`src/rtl/multicycle_controller.sv`:
```
// Multicycle FSM controller: fetch/decode/execute/memory/write-back sequencing with
// memory wait timeouts, illegal-opcode trap and a retired-instruction counter.
module multicycle_controller #(
  parameter int unsigned TIMEOUT_W = 4,
  parameter int unsigned CNT_W     = 16,
  parameter int unsigned EN_UPPER  = 1
) (
  input  logic             clk,
  input  logic             rst_n,
  input  logic [6:0]       Opcode,
  input  logic             imem_ready,
  input  logic             dmem_ready,
  input  logic             branch_taken,
  output logic             imem_req,
  output logic             dmem_req,
  output logic             IRWrite,
  output logic             PCWrite,
  output logic             ALUSrc,
  output logic             MemtoReg,
  output logic             RegWrite,
  output logic             MemRead,
  output logic             MemWrite,
  output logic             Branch,
  output logic             jmp_sel,
  output logic             jmp,
  output logic             jmpr,
  output logic             lui,
  output logic             auipc,
  output logic [1:0]       ALUOp,
  output logic [2:0]       state,
  output logic             instr_done,
  output logic             illegal,
  output logic [CNT_W-1:0] instret
);

  typedef enum logic [2:0] {
    StFetch  = 3'd0,
    StDecode = 3'd1,
    StExec   = 3'd2,
    StMem    = 3'd3,
    StWb     = 3'd4,
    StTrap   = 3'd7
  } state_e;

  typedef enum logic [3:0] {
    ClsNone, ClsR, ClsI, ClsLw, ClsSw, ClsBr, ClsJal, ClsJalr, ClsLui, ClsAuipc, ClsIll
  } cls_e;

  state_e               state_q, state_d;
  cls_e                 cls_q, cls_d, opc_cls;
  logic [TIMEOUT_W-1:0] wait_q, wait_d;
  logic [CNT_W-1:0]     instret_q, instret_d;
  logic                 started_q;
  logic                 timeout;
  logic                 retire;
  logic                 in_body;

  assign timeout = (wait_q == {TIMEOUT_W{1'b1}});

  always_comb begin
    opc_cls = ClsIll;
    case (Opcode)
      7'b0110011: opc_cls = ClsR;
      7'b0010011: opc_cls = ClsI;
      7'b0000011: opc_cls = ClsLw;
      7'b0100011: opc_cls = ClsSw;
      7'b1100011: opc_cls = ClsBr;
      7'b1101111: opc_cls = ClsJal;
      7'b1100111: opc_cls = ClsJalr;
      7'b0110111: opc_cls = (EN_UPPER != 0) ? ClsLui : ClsIll;
      7'b0010111: opc_cls = (EN_UPPER != 0) ? ClsAuipc : ClsIll;
      default:    opc_cls = ClsIll;
    endcase
  end

  // Retire point: EXEC for branches, MEM completion for stores, WB for everything else.
  always_comb begin
    retire = 1'b0;
    case (state_q)
      StExec:  retire = (cls_q == ClsBr);
      StMem:   retire = (cls_q == ClsSw) && dmem_ready;
      StWb:    retire = 1'b1;
      default: retire = 1'b0;
    endcase
  end

  always_comb begin
    state_d   = state_q;
    cls_d     = cls_q;
    wait_d    = wait_q;
    instret_d = retire ? instret_q + 1'b1 : instret_q;
    case (state_q)
      StFetch: begin
        if (started_q) begin
          if (imem_ready) begin
            state_d = StDecode;
          end else if (timeout) begin
            state_d = StTrap;
          end else begin
            wait_d = wait_q + 1'b1;
          end
        end
      end
      StDecode: begin
        cls_d   = opc_cls;
        state_d = (opc_cls == ClsIll) ? StTrap : StExec;
      end
      StExec: begin
        if (cls_q == ClsBr) begin
          state_d = StFetch;
          wait_d  = '0;
        end else if (cls_q == ClsLw || cls_q == ClsSw) begin
          state_d = StMem;
          wait_d  = '0;
        end else begin
          state_d = StWb;
        end
      end
      StMem: begin
        if (dmem_ready) begin
          if (cls_q == ClsSw) begin
            state_d = StFetch;
            wait_d  = '0;
          end else begin
            state_d = StWb;
          end
        end else if (timeout) begin
          state_d = StTrap;
        end else begin
          wait_d = wait_q + 1'b1;
        end
      end
      StWb: begin
        state_d = StFetch;
        wait_d  = '0;
      end
      StTrap:  state_d = StTrap;
      default: state_d = StTrap;
    endcase
  end

  // started_q keeps every strobe low until the first edge after reset release.
  always_ff @(posedge clk or negedge rst_n) begin
    if (!rst_n) begin
      state_q   <= StFetch;
      cls_q     <= ClsNone;
      wait_q    <= '0;
      instret_q <= '0;
      started_q <= 1'b0;
    end else begin
      state_q   <= state_d;
      cls_q     <= cls_d;
      wait_q    <= wait_d;
      instret_q <= instret_d;
      started_q <= 1'b1;
    end
  end

  assign in_body = (state_q == StExec) || (state_q == StMem) || (state_q == StWb);

  always_comb begin
    imem_req = 1'b0;
    IRWrite  = 1'b0;
    dmem_req = 1'b0;
    MemRead  = 1'b0;
    MemWrite = 1'b0;
    RegWrite = 1'b0;
    case (state_q)
      StFetch: begin
        imem_req = started_q;
        IRWrite  = started_q && imem_ready;
      end
      StMem: begin
        dmem_req = 1'b1;
        MemRead  = (cls_q == ClsLw);
        MemWrite = (cls_q == ClsSw);
      end
      StWb:    RegWrite = 1'b1;
      default: ;
    endcase
  end

  // Decoded controls are held from the latched class only while an instruction is in flight.
  always_comb begin
    ALUSrc   = 1'b0;
    MemtoReg = 1'b0;
    Branch   = 1'b0;
    jmp_sel  = 1'b0;
    jmp      = 1'b0;
    jmpr     = 1'b0;
    lui      = 1'b0;
    auipc    = 1'b0;
    ALUOp    = 2'b00;
    if (in_body) begin
      ALUSrc   = (cls_q == ClsLw) || (cls_q == ClsSw) || (cls_q == ClsI) ||
                 (cls_q == ClsJal) || (cls_q == ClsJalr) || (cls_q == ClsLui) ||
                 (cls_q == ClsAuipc);
      MemtoReg = (cls_q == ClsLw);
      Branch   = (cls_q == ClsBr);
      jmp_sel  = (cls_q == ClsJal) || (cls_q == ClsJalr);
      jmp      = (cls_q == ClsJal);
      jmpr     = (cls_q == ClsJalr);
      lui      = (cls_q == ClsLui);
      auipc    = (cls_q == ClsAuipc);
      if (cls_q == ClsR || cls_q == ClsI) begin
        ALUOp = 2'b10;
      end else if (cls_q == ClsBr) begin
        ALUOp = 2'b01;
      end
    end
  end

  // branch_taken only steers PC source in the datapath; the PC is written at every retire.
  assign PCWrite    = retire && (branch_taken || !branch_taken);
  assign instr_done = retire;
  assign illegal    = (state_q == StTrap);
  assign state      = state_q;
  assign instret    = instret_q;

endmodule

```
`config.mk`:
```
export PLATFORM = sky130hd
export DESIGN_NAME = multicycle_controller
export DESIGN_NICKNAME = d
export VERILOG_FILES = /design/src/rtl/multicycle_controller.sv
export SDC_FILE = /design/constraint.sdc
export NUM_CORES = 1
export LEC_CHECK = 0
export ABC_AREA = 1
export CAP_MARGIN = 20
export CORE_ASPECT_RATIO = 0.5
export CORE_MARGIN = 3
export CORE_UTILIZATION = 50
export DETAILED_ROUTE_END_ITERATION = 8
export PLACE_DENSITY = 0.85
export SYNTH_ARGS = -nofsm -noshare
export SYNTH_HDL_FRONTEND = slang
export SYNTH_SLANG_ARGS = --single-unit
```
`constraint.sdc`:
```
create_clock -name clk -period 2.93 [get_ports clk]
set_clock_uncertainty 0.15 [all_clocks]
set_input_delay 0.293 -clock clk [delete_from_list [all_inputs] [get_ports clk]]
set_output_delay 0.293 -clock clk [all_outputs]
set_load 0.005 [all_outputs]
```
* Word level (Yosys, flattened, before mapping)
Index checks and enable logic that the tools add are counted.
** Cells by class
- Equality and inequality tests :: 29
- Reduce and logical (&&, ||, !) cells :: 15
- $add $sub $neg :: 2
- Muxes and demuxes :: 36
** Operators by type and width (number)
- $pmux 4 s9 :: 1
- $mux 4 :: 7
- $mux 3 :: 8
- $eq 7x6->1 const B :: 3
- $eq 7x7->1 const B :: 3
- $add 16x1->16 const B :: 1
- $eq 4x3->1 const B :: 4
- $eq 4x4->1 const B :: 4
- $pmux 4 s4 :: 1
- $mux 1 :: 15
- $pmux 3 s5 :: 1
- $eq 7x5->1 const B :: 2
- $logic_or 1x1->1 :: 10
- $eq 4x2->1 const B :: 2
- $eq 7x2->1 const B :: 1
- $eq 3x2->1 const B :: 2
- $eq 3x3->1 const B :: 2
- $ne 3x3->1 const B :: 2
- $reduce_and 5->1 :: 1
- $add 4x1->4 const B :: 1
- $eq 4x1->1 const B :: 1
- $mux 2 :: 2
- $ne 2x2->1 const B :: 2
- $reduce_bool 4->1 :: 1
- 4 further kinds :: 5
** Storage, ports and cells
- Logic and storage cells :: 87
- Bits of input ports :: 12
- Bits in registers :: 28
- Output and inout bits :: 38

* Longest topological paths before layout
Gate-level depths: netlist of the first run.
- Depth in word-level cells :: 8
- Depth in mapped cells :: 10
- Gate-level depth less buffers :: 10

* Worst setup path after synthesis of the first run
No wires, ideal clock.
- Path type :: register to output
- Start :: register state_q[1], in the netlist state[1]
- End :: output auipc
- Required time :: 2487 ps
- Arrival :: 1241 ps
- Cell stages (with the launch flop) :: 7
- Path buffers :: 1
- Slack :: 1246 ps
- Cell sequence :: dfrtp_1 > nor2_1 > nand2_1 > nand2_1 > inv_1 > buf_6 > nor4_1
** On the way
- Longest elaborated chain between the ends :: 4
** Ends and longest elaborated chain
- start: declaration :: RTL line 49 : state_e state_q, state_d;
- start signal: assignment :: RTL line 145 : state_q <= StFetch;
- start signal: assignment :: RTL line 151 : state_q <= state_d;
- $eq 3x2->1 :: RTL line 159 : assign in_body = (state_q == StExec) || (state_q == StMem) || (state_q == StWb);
- $logic_or 1x1->1 :: RTL line 159
- $logic_or 1x1->1 * :: RTL line 159
- $mux 1 * :: RTL line 194 : if (in_body) begin
- end: declaration :: RTL line 28 : output logic auipc,
Every way passes the cells marked *; elsewhere a longest branch is shown, timed or not.

* Final worst setup path of the first run
- Start :: register state_q[1], in the netlist state[1]
- End :: output lui
** On the way
- Longest elaborated chain between the ends :: 4
** Ends and longest elaborated chain
- $eq 3x2->1 :: RTL line 159
- $logic_or 1x1->1 :: RTL line 159
- $logic_or 1x1->1 * :: RTL line 159
- $mux 1 * :: RTL line 194
- end: declaration :: RTL line 27 : output logic lui,
Marked as above.

==> impl_metrics.json, run 1 <==
{
  "outcome": "finished, final reports clean",
  "io_pins": 50,
  "cts_buffers": 3,
  "ant_nets": 0,
  "leakagePower_nw": 1.266,
  "cts_setup_buffers": 0,
  "slowest_delay_ns": 0.56,
  "grt_usage_pct": 20.23,
  "rsz0062_at_grt": "no",
  "initial_core_util_pct": 55.45,
  "dieArea_um2": 4906,
  "hp-class": "input pin to asynchronous set/reset pin",
  "path_cells": "nor2_1 -> nand2_1 -> nand2_1 -> inv_1 -> nor4_1 -> clkdlybuf4s50_1",
  "min_period_ns": 2.725,
  "ys.flop_type": "dfrtp_1",
  "grtUsageMet1_pct": 22.10,
  "critPathMostFrequentCell": "nand2_1",
  "period_share_pct": 93.00,
  "async_reset_ff_share_pct": 100.0,
  "tritoncts": "built",
  "max_clock_freq_ghz": 0.3670,
  "area_growth_pct": 29.22,
  "drv_cap": 0,
  "post_drt_wl_per_cell_um": 11.85,
  "use_met3_pct": 4.706,
  "final_max_slew_viol_count": 0,
  "gr-usage-met2_pct": 38.86,
  "syn_avg_cell_area_um2": 6.698,
  "startpoint": "state[1]$_DFFE_PN0P_",
  "drive_gt1_share_pct": 6.232,
  "diodes": 0,
  "ctsLongestPathBuffers": 2,
  "peakVddDrop_uv": 172.7,
  "grt_overflow": 0,
  "path_buf_inv": 2,
  "worstPathRequired_ns": 2.49,
  "synth_edf_count": 0,
  "syn_area_um2": 2029,
  "synth_cells": 303,
  "grt_max_degree": 29,
  "stdcell_count": 404,
  "fp.dieW_um": 96.10,
  "cts.sink_count": 28,
  "drc": 0,
  "ctsHtreeMaxLevel": 1,
  "setup_viol": 0,
  "worst_setup_path_end_kind": "primary output",
  "detail_route.first_pass.iterations": 4,
  "grt_pass1_wl_um": 7935,
  "ctsRootBufferMaster": "clkbuf_8",
  "grt-busiest-layer": "met2",
  "clkTransAtPathRegs_ns": 0.10,
  "clock_latency_ns": 0.28,
  "ctsHoldBuffers": 0,
  "dp_hpwl_um": 3672,
  "yosys_warnings": 0,
  "critical_path.top_delay_family": "simple AND/OR/NAND/NOR gates",
  "viasPerCell": 5.166,
  "drt_wl_total_um": 4787,
  "die_h_um": 51.05,
  "cellPowerDensity_nw_per_um2": 281.1,
  "dp_cells": 400,
  "io_buffers": 48,
  "core_um2": 3660,
  "critPathLaunchType": "flop",
  "num_rows": 15,
  "yosysSeqAreaShare_pct": 34.53,
  "cp_slowest_cell": "clkdlybuf4s50_1",
  "antenna_found_initial": 0,
  "synth_seq_cells": 28,
  "tns_ns": 0,
  "finalPower_w": 0.0007372,
  "first_iter_violations": 71,
  "synth.distinct_cells": 28,
  "holdWs_ns": 0.2270,
  "final_nets": 368,
  "r2r_start": "state[2]$_DFFE_PN0P_",
  "via_count": 2087,
  "worstSetupPathType": "flop to primary output",
  "cp_data_arrival_time_ns": 2.28,
  "syn-num-nets": 317,
  "post-route-util_pct": 71.66,
  "hold_viol": 0,
  "cp_max_fo": 11,
  "grt_pass1_vias": 1917,
  "globalplace.congestion": 0.8903,
  "ctsResizeCount": 0
}
final timing paths:
kind | endpoint | depth (start not counted) | slack [ns]
hold reg to reg | instret[14]$_DFFE_PN0P_ | 2 | 0.36
hold / removal | instret[4]$_DFFE_PN0P_ | 2 | 0.23
setup reg to reg | instret[2]$_DFFE_PN0P_ | 8 | 1.03
min in group clk | instret[14]$_DFFE_PN0P_ | 2 | 0.36
max in group asynchronous | cls_q[0]$_DFFE_PN0P_ | 2 | 2.14
setup / recovery | lui | 6 | 0.21
worst register-to-register path, delay by kind of cell, from the launching register on:
family | cells | cell delay, ns
simple gates | 5 | 0.66
flops | 1 | 0.46
buf+inv | 2 | 0.39
xor+xnor | 1 | 0.15
cell usage after synthesis, types with 2 or more instances:
cell type | count | area [µm²]
nor4_1 | 2 | 12.51
a21oi_1 | 5 | 25.02
nor2_1 | 40 | 150.1
nand4_1 | 2 | 12.51
inv_1 | 42 | 157.7
xor2_1 | 9 | 78.83
xnor2_2 | 3 | 48.80
nand2_2 | 4 | 25.02
o21ai_0 | 20 | 100.1
nand2_1 | 83 | 311.6
nand3_1 | 30 | 150.1
inv_2 | 4 | 15.01
buf_4 | 2 | 15.01
nor3_1 | 12 | 60.06
ha_1 | 2 | 25.02
buf_6 | 2 | 22.52
dfrtp_1 | 28 | 700.7
xnor2_1 | 3 | 26.28
cells in the final DEF, fill, tap and decap left out, drive strengths merged, types with 2 or more instances in the layout:
| master | n |
|---|---|
| xor2 | 9 |
| o21ai | 22 |
| nand3 | 31 |
| xnor2 | 6 |
| nand2 | 88 |
| buf | 2 |
| nor3 | 12 |
| nor2 | 42 |
| ha | 2 |
| inv | 46 |
| dfrtp | 28 |
| a21oi | 5 |
| clkbuf | 3 |
| nor4 | 2 |
| clkdlybuf4s50 | 48 |
| nand4 | 2 |
through the flow:
step	setup WS, ns	instance area [µm²]
after floorplan	1.246	2029
after global placement	0.6282	2551
after detailed placement	0.6408	2551
after CTS	0.2318	2623
after global routing	0.03946	2623
final	0.2050	2623
sequential cells by signal, indices dropped and copies added, names as in the netlist:
name / cells
started_q: 1
state: 3
instret: 16
cls_q: 4
wait_q: 4
report_power, final:
group	total (W)	leakage (nW)	internal (W)	switching, W
Sequential	0.000387	0.332	0.000387	0.000000142
Clock	0.000311	0.0357	0.000183	0.000128
Combinational	0.0000392	0.899	0.0000165	0.0000226
Total	0.000737	1.27	0.000587	0.000151
routing by layer:
| layer | part of all wire [%] | wire (µm) |
|---|---|---|
| met5 | 0 | 0 |
| met4 | 0.56 | 27 |
| met3 | 6.5 | 313 |
| met2 | 51 | 2448 |
| met1 | 42 | 1998 |
logic make-up (layout without fill, tap and decap cells):
group | after synthesis | count (layout) | synth area share (%)
buffers and inverters | 50 | 100 | 10.36
adder cells (fa/ha/maj) | 2 | 2 | 1.233
XOR/XNOR | 15 | 15 | 7.584
AND/OR/NAND/NOR | 177 | 177 | 38.16
other | 1 | 1 | 0.1848
flip-flops | 28 | 28 | 34.53
AO/OA/AOI/OAI | 30 | 30 | 7.953
final cells by class:
cell class / count / area (µm²)
tap: 51 / 63.81
fill: 300 / 1037
timing repair buffer: 50 / 495.5
clock inverter: 1 / 30.03
clock buffer: 3 / 41.29
inverter: 46 / 172.7
sequential: 28 / 700.7
multi-input combinational: 225 / 1119
Power figures use the tool's default switching activity.
==> run 2: changes to the inputs <==
--- a/config.mk
+++ b/config.mk
@@ -11,6 +11,7 @@
 export CORE_MARGIN = 3
 export CORE_UTILIZATION = 50
 export DETAILED_ROUTE_END_ITERATION = 8
+export GPL_TIMING_DRIVEN = 0
 export PLACE_DENSITY = 0.85
 export SYNTH_ARGS = -nofsm -noshare
 export SYNTH_HDL_FRONTEND = slang
==> run 2 against run 1 <==
Design area grew 1.4%; clock power grew 3%; via count grew 0.91%; critical endpoint is now auipc; flip-flop and latch count is the same; critical path type unchanged; largest cell class unchanged.
==> impl_metrics.json, run 2 (synthesis results as in run 1) <==
{
  "critPathLaunchType": "flop",
  "slowest_delay_ns": 0.57,
  "cts.sink_count": 28,
  "critPathMostFrequentCell": "nand2_1",
  "tritoncts": "built",
  "area_growth_pct": 31.07,
  "nFillCells": 298,
  "clkTransAtPathRegs_ns": 0.10,
  "outcome": "finished, final reports clean",
  "final_nets": 371,
  "fp.dieW_um": 96.10,
  "min_period_ns": 2.748,
  "ctsLongestPathBuffers": 2,
  "ant_nets": 0,
  "multi_input_area_um2": 1119,
  "viasPerCell": 5.174,
  "diodes": 0,
  "antenna_found_initial": 0,
  "seq_area_um2": 700.7,
  "post_drt_wl_per_cell_um": 12.37,
  "drc": 0,
  "max_clock_freq_ghz": 0.3639,
  "stdcell_count": 407,
  "cp_slowest_cell": "clkdlybuf4s50_1",
  "detail_route.first_pass.iterations": 5,
  "io_buffers": 48,
  "io_pins": 50,
  "finalPower_w": 0.0007472,
  "core_um2": 3660,
  "dieArea_um2": 4906,
  "die_h_um": 51.05,
  "final_area_um2": 2660,
  "drive_gt1_share_pct": 7.022,
  "worst_setup_path_end_kind": "primary output",
  "cts_setup_buffers": 0,
  "p_switching_w": 0.0001595,
  "p_seq_share_pct": 51.8,
  "num_rows": 15,
  "path_buf_inv": 3,
  "dp_cells": 403,
  "grt_overflow": 0,
  "drt_wl_total_um": 5035,
  "hp-class": "input pin to asynchronous set/reset pin",
  "power.share.switching_pct": 21.35,
  "ctsHtreeMaxLevel": 1,
  "power_frac_comb_pct": 5.6,
  "grt_max_degree": 20,
  "grt_pass1_vias": 1993,
  "cp_data_arrival_time_ns": 2.31,
  "period_share_pct": 93.80,
  "first_iter_violations": 86,
  "leakagePower_nw": 1.287,
  "globalplace.congestion": 0.9460,
  "largest_reg_flops": 16,
  "grt_pass1_wl_um": 8514,
  "grt_usage_pct": 21.76,
  "ctsHoldBuffers": 0,
  "clock_latency_ns": 0.28,
  "final_max_slew_viol_count": 0,
  "clkPwrFrac_pct": 42.6,
  "final_cell_mix": "nand2_1 (83), clkdlybuf4s50_1 (48), inv_1 (42)",
  "hold_viol": 0,
  "ctsResizeCount": 0,
  "dp_hpwl_um": 3981,
  "cellPowerDensity_nw_per_um2": 280.9,
  "cp_max_fo": 10,
  "ctsRootBufferMaster": "clkbuf_8",
  "critical_path.top_delay_family": "buffers and inverters",
  "setup_viol": 0,
  "tns_ns": 0,
  "initial_core_util_pct": 55.45,
  "p_int_w": 0.0005877,
  "via_count": 2106,
  "path_cells": "nor2_1 -> nand2_1 -> nand2_1 -> inv_1 -> buf_6 -> nor4_1 -> clkdlybuf4s50_1",
  "drv_cap": 0,
  "worstSetupPathType": "flop to primary output",
  "worstPathRequired_ns": 2.49,
  "rsz0062_at_grt": "no",
  "peakVddDrop_uv": 183.7,
  "cts_buffers": 3,
  "layout_commonest_cell": "nand2_1",
  "place_area_um2": 2589
}
## run 2: worst paths after layout
| check | start | endpoint | slack (ns) | cells past startpoint |
|---|---|---|---|---|
| max | state[1]$_DFFE_PN0P_ | auipc | 0.18 | 7 |
| min | rst_n | instret[6]$_DFFE_PN0P_ | 0.17 | 1 |
| max reg2reg | wait_q[0]$_DFFE_PN0P_ | state[2]$_DFFE_PN0P_ | 1.13 | 7 |
| min reg2reg | instret[14]$_DFFE_PN0P_ | instret[14]$_DFFE_PN0P_ | 0.37 | 2 |
| max in group asynchronous | rst_n | started_q$_DFF_PN0_ | 1.96 | 2 |
| min in group clk | instret[14]$_DFFE_PN0P_ | instret[14]$_DFFE_PN0P_ | 0.37 | 2 |
## run 2: layer usage
| layer | share of wire [%] | up-vias | track usage [%] |
|---|---|---|---|
| met5 | 0 | - | 0 |
| met4 | 0.93 | 0 | 4.245 |
| met3 | 5.1 | 9 | 4.412 |
| met2 | 51 | 76 | 41.03 |
| met1 | 43 | 959 | 25.60 |
| li1 | - | 1062 | - |
## run 2: layout make-up
class	count	share of cell area [%]
timing repair buffer	49	18.63
sequential	28	26.34
inverter	46	6.491
buffer	4	1.411
tap	51	2.399
multi-input combinational	225	42.05
clock inverter	1	1.129
clock buffer	3	1.552
## run 2: power groups by stage
stage                     Sequential (W)  Clock, W  Combinational [W]
final                           0.000387  0.000319          0.0000416
after global routing            0.000387  0.000332          0.0000462
after CTS                       0.000387  0.000318          0.0000413
after detailed placement        0.000395         0          0.0000412
after global placement          0.000395         0          0.0000373
after floorplan                 0.000395         0          0.0000120
## run 2: per-stage QoR
step | util (%) | hold slack [ns] | setup slack (ns)
after global placement | 70.32 | 0.3442 | 0.5513
after global routing | 72.68 | 0.2052 | 0.02071
after CTS | 72.68 | 0.1817 | 0.2133
after floorplan | - | -0.1526 | 1.246
final | 72.68 | 0.1727 | 0.1818
after detailed placement | 70.74 | 0.3455 | 0.5644
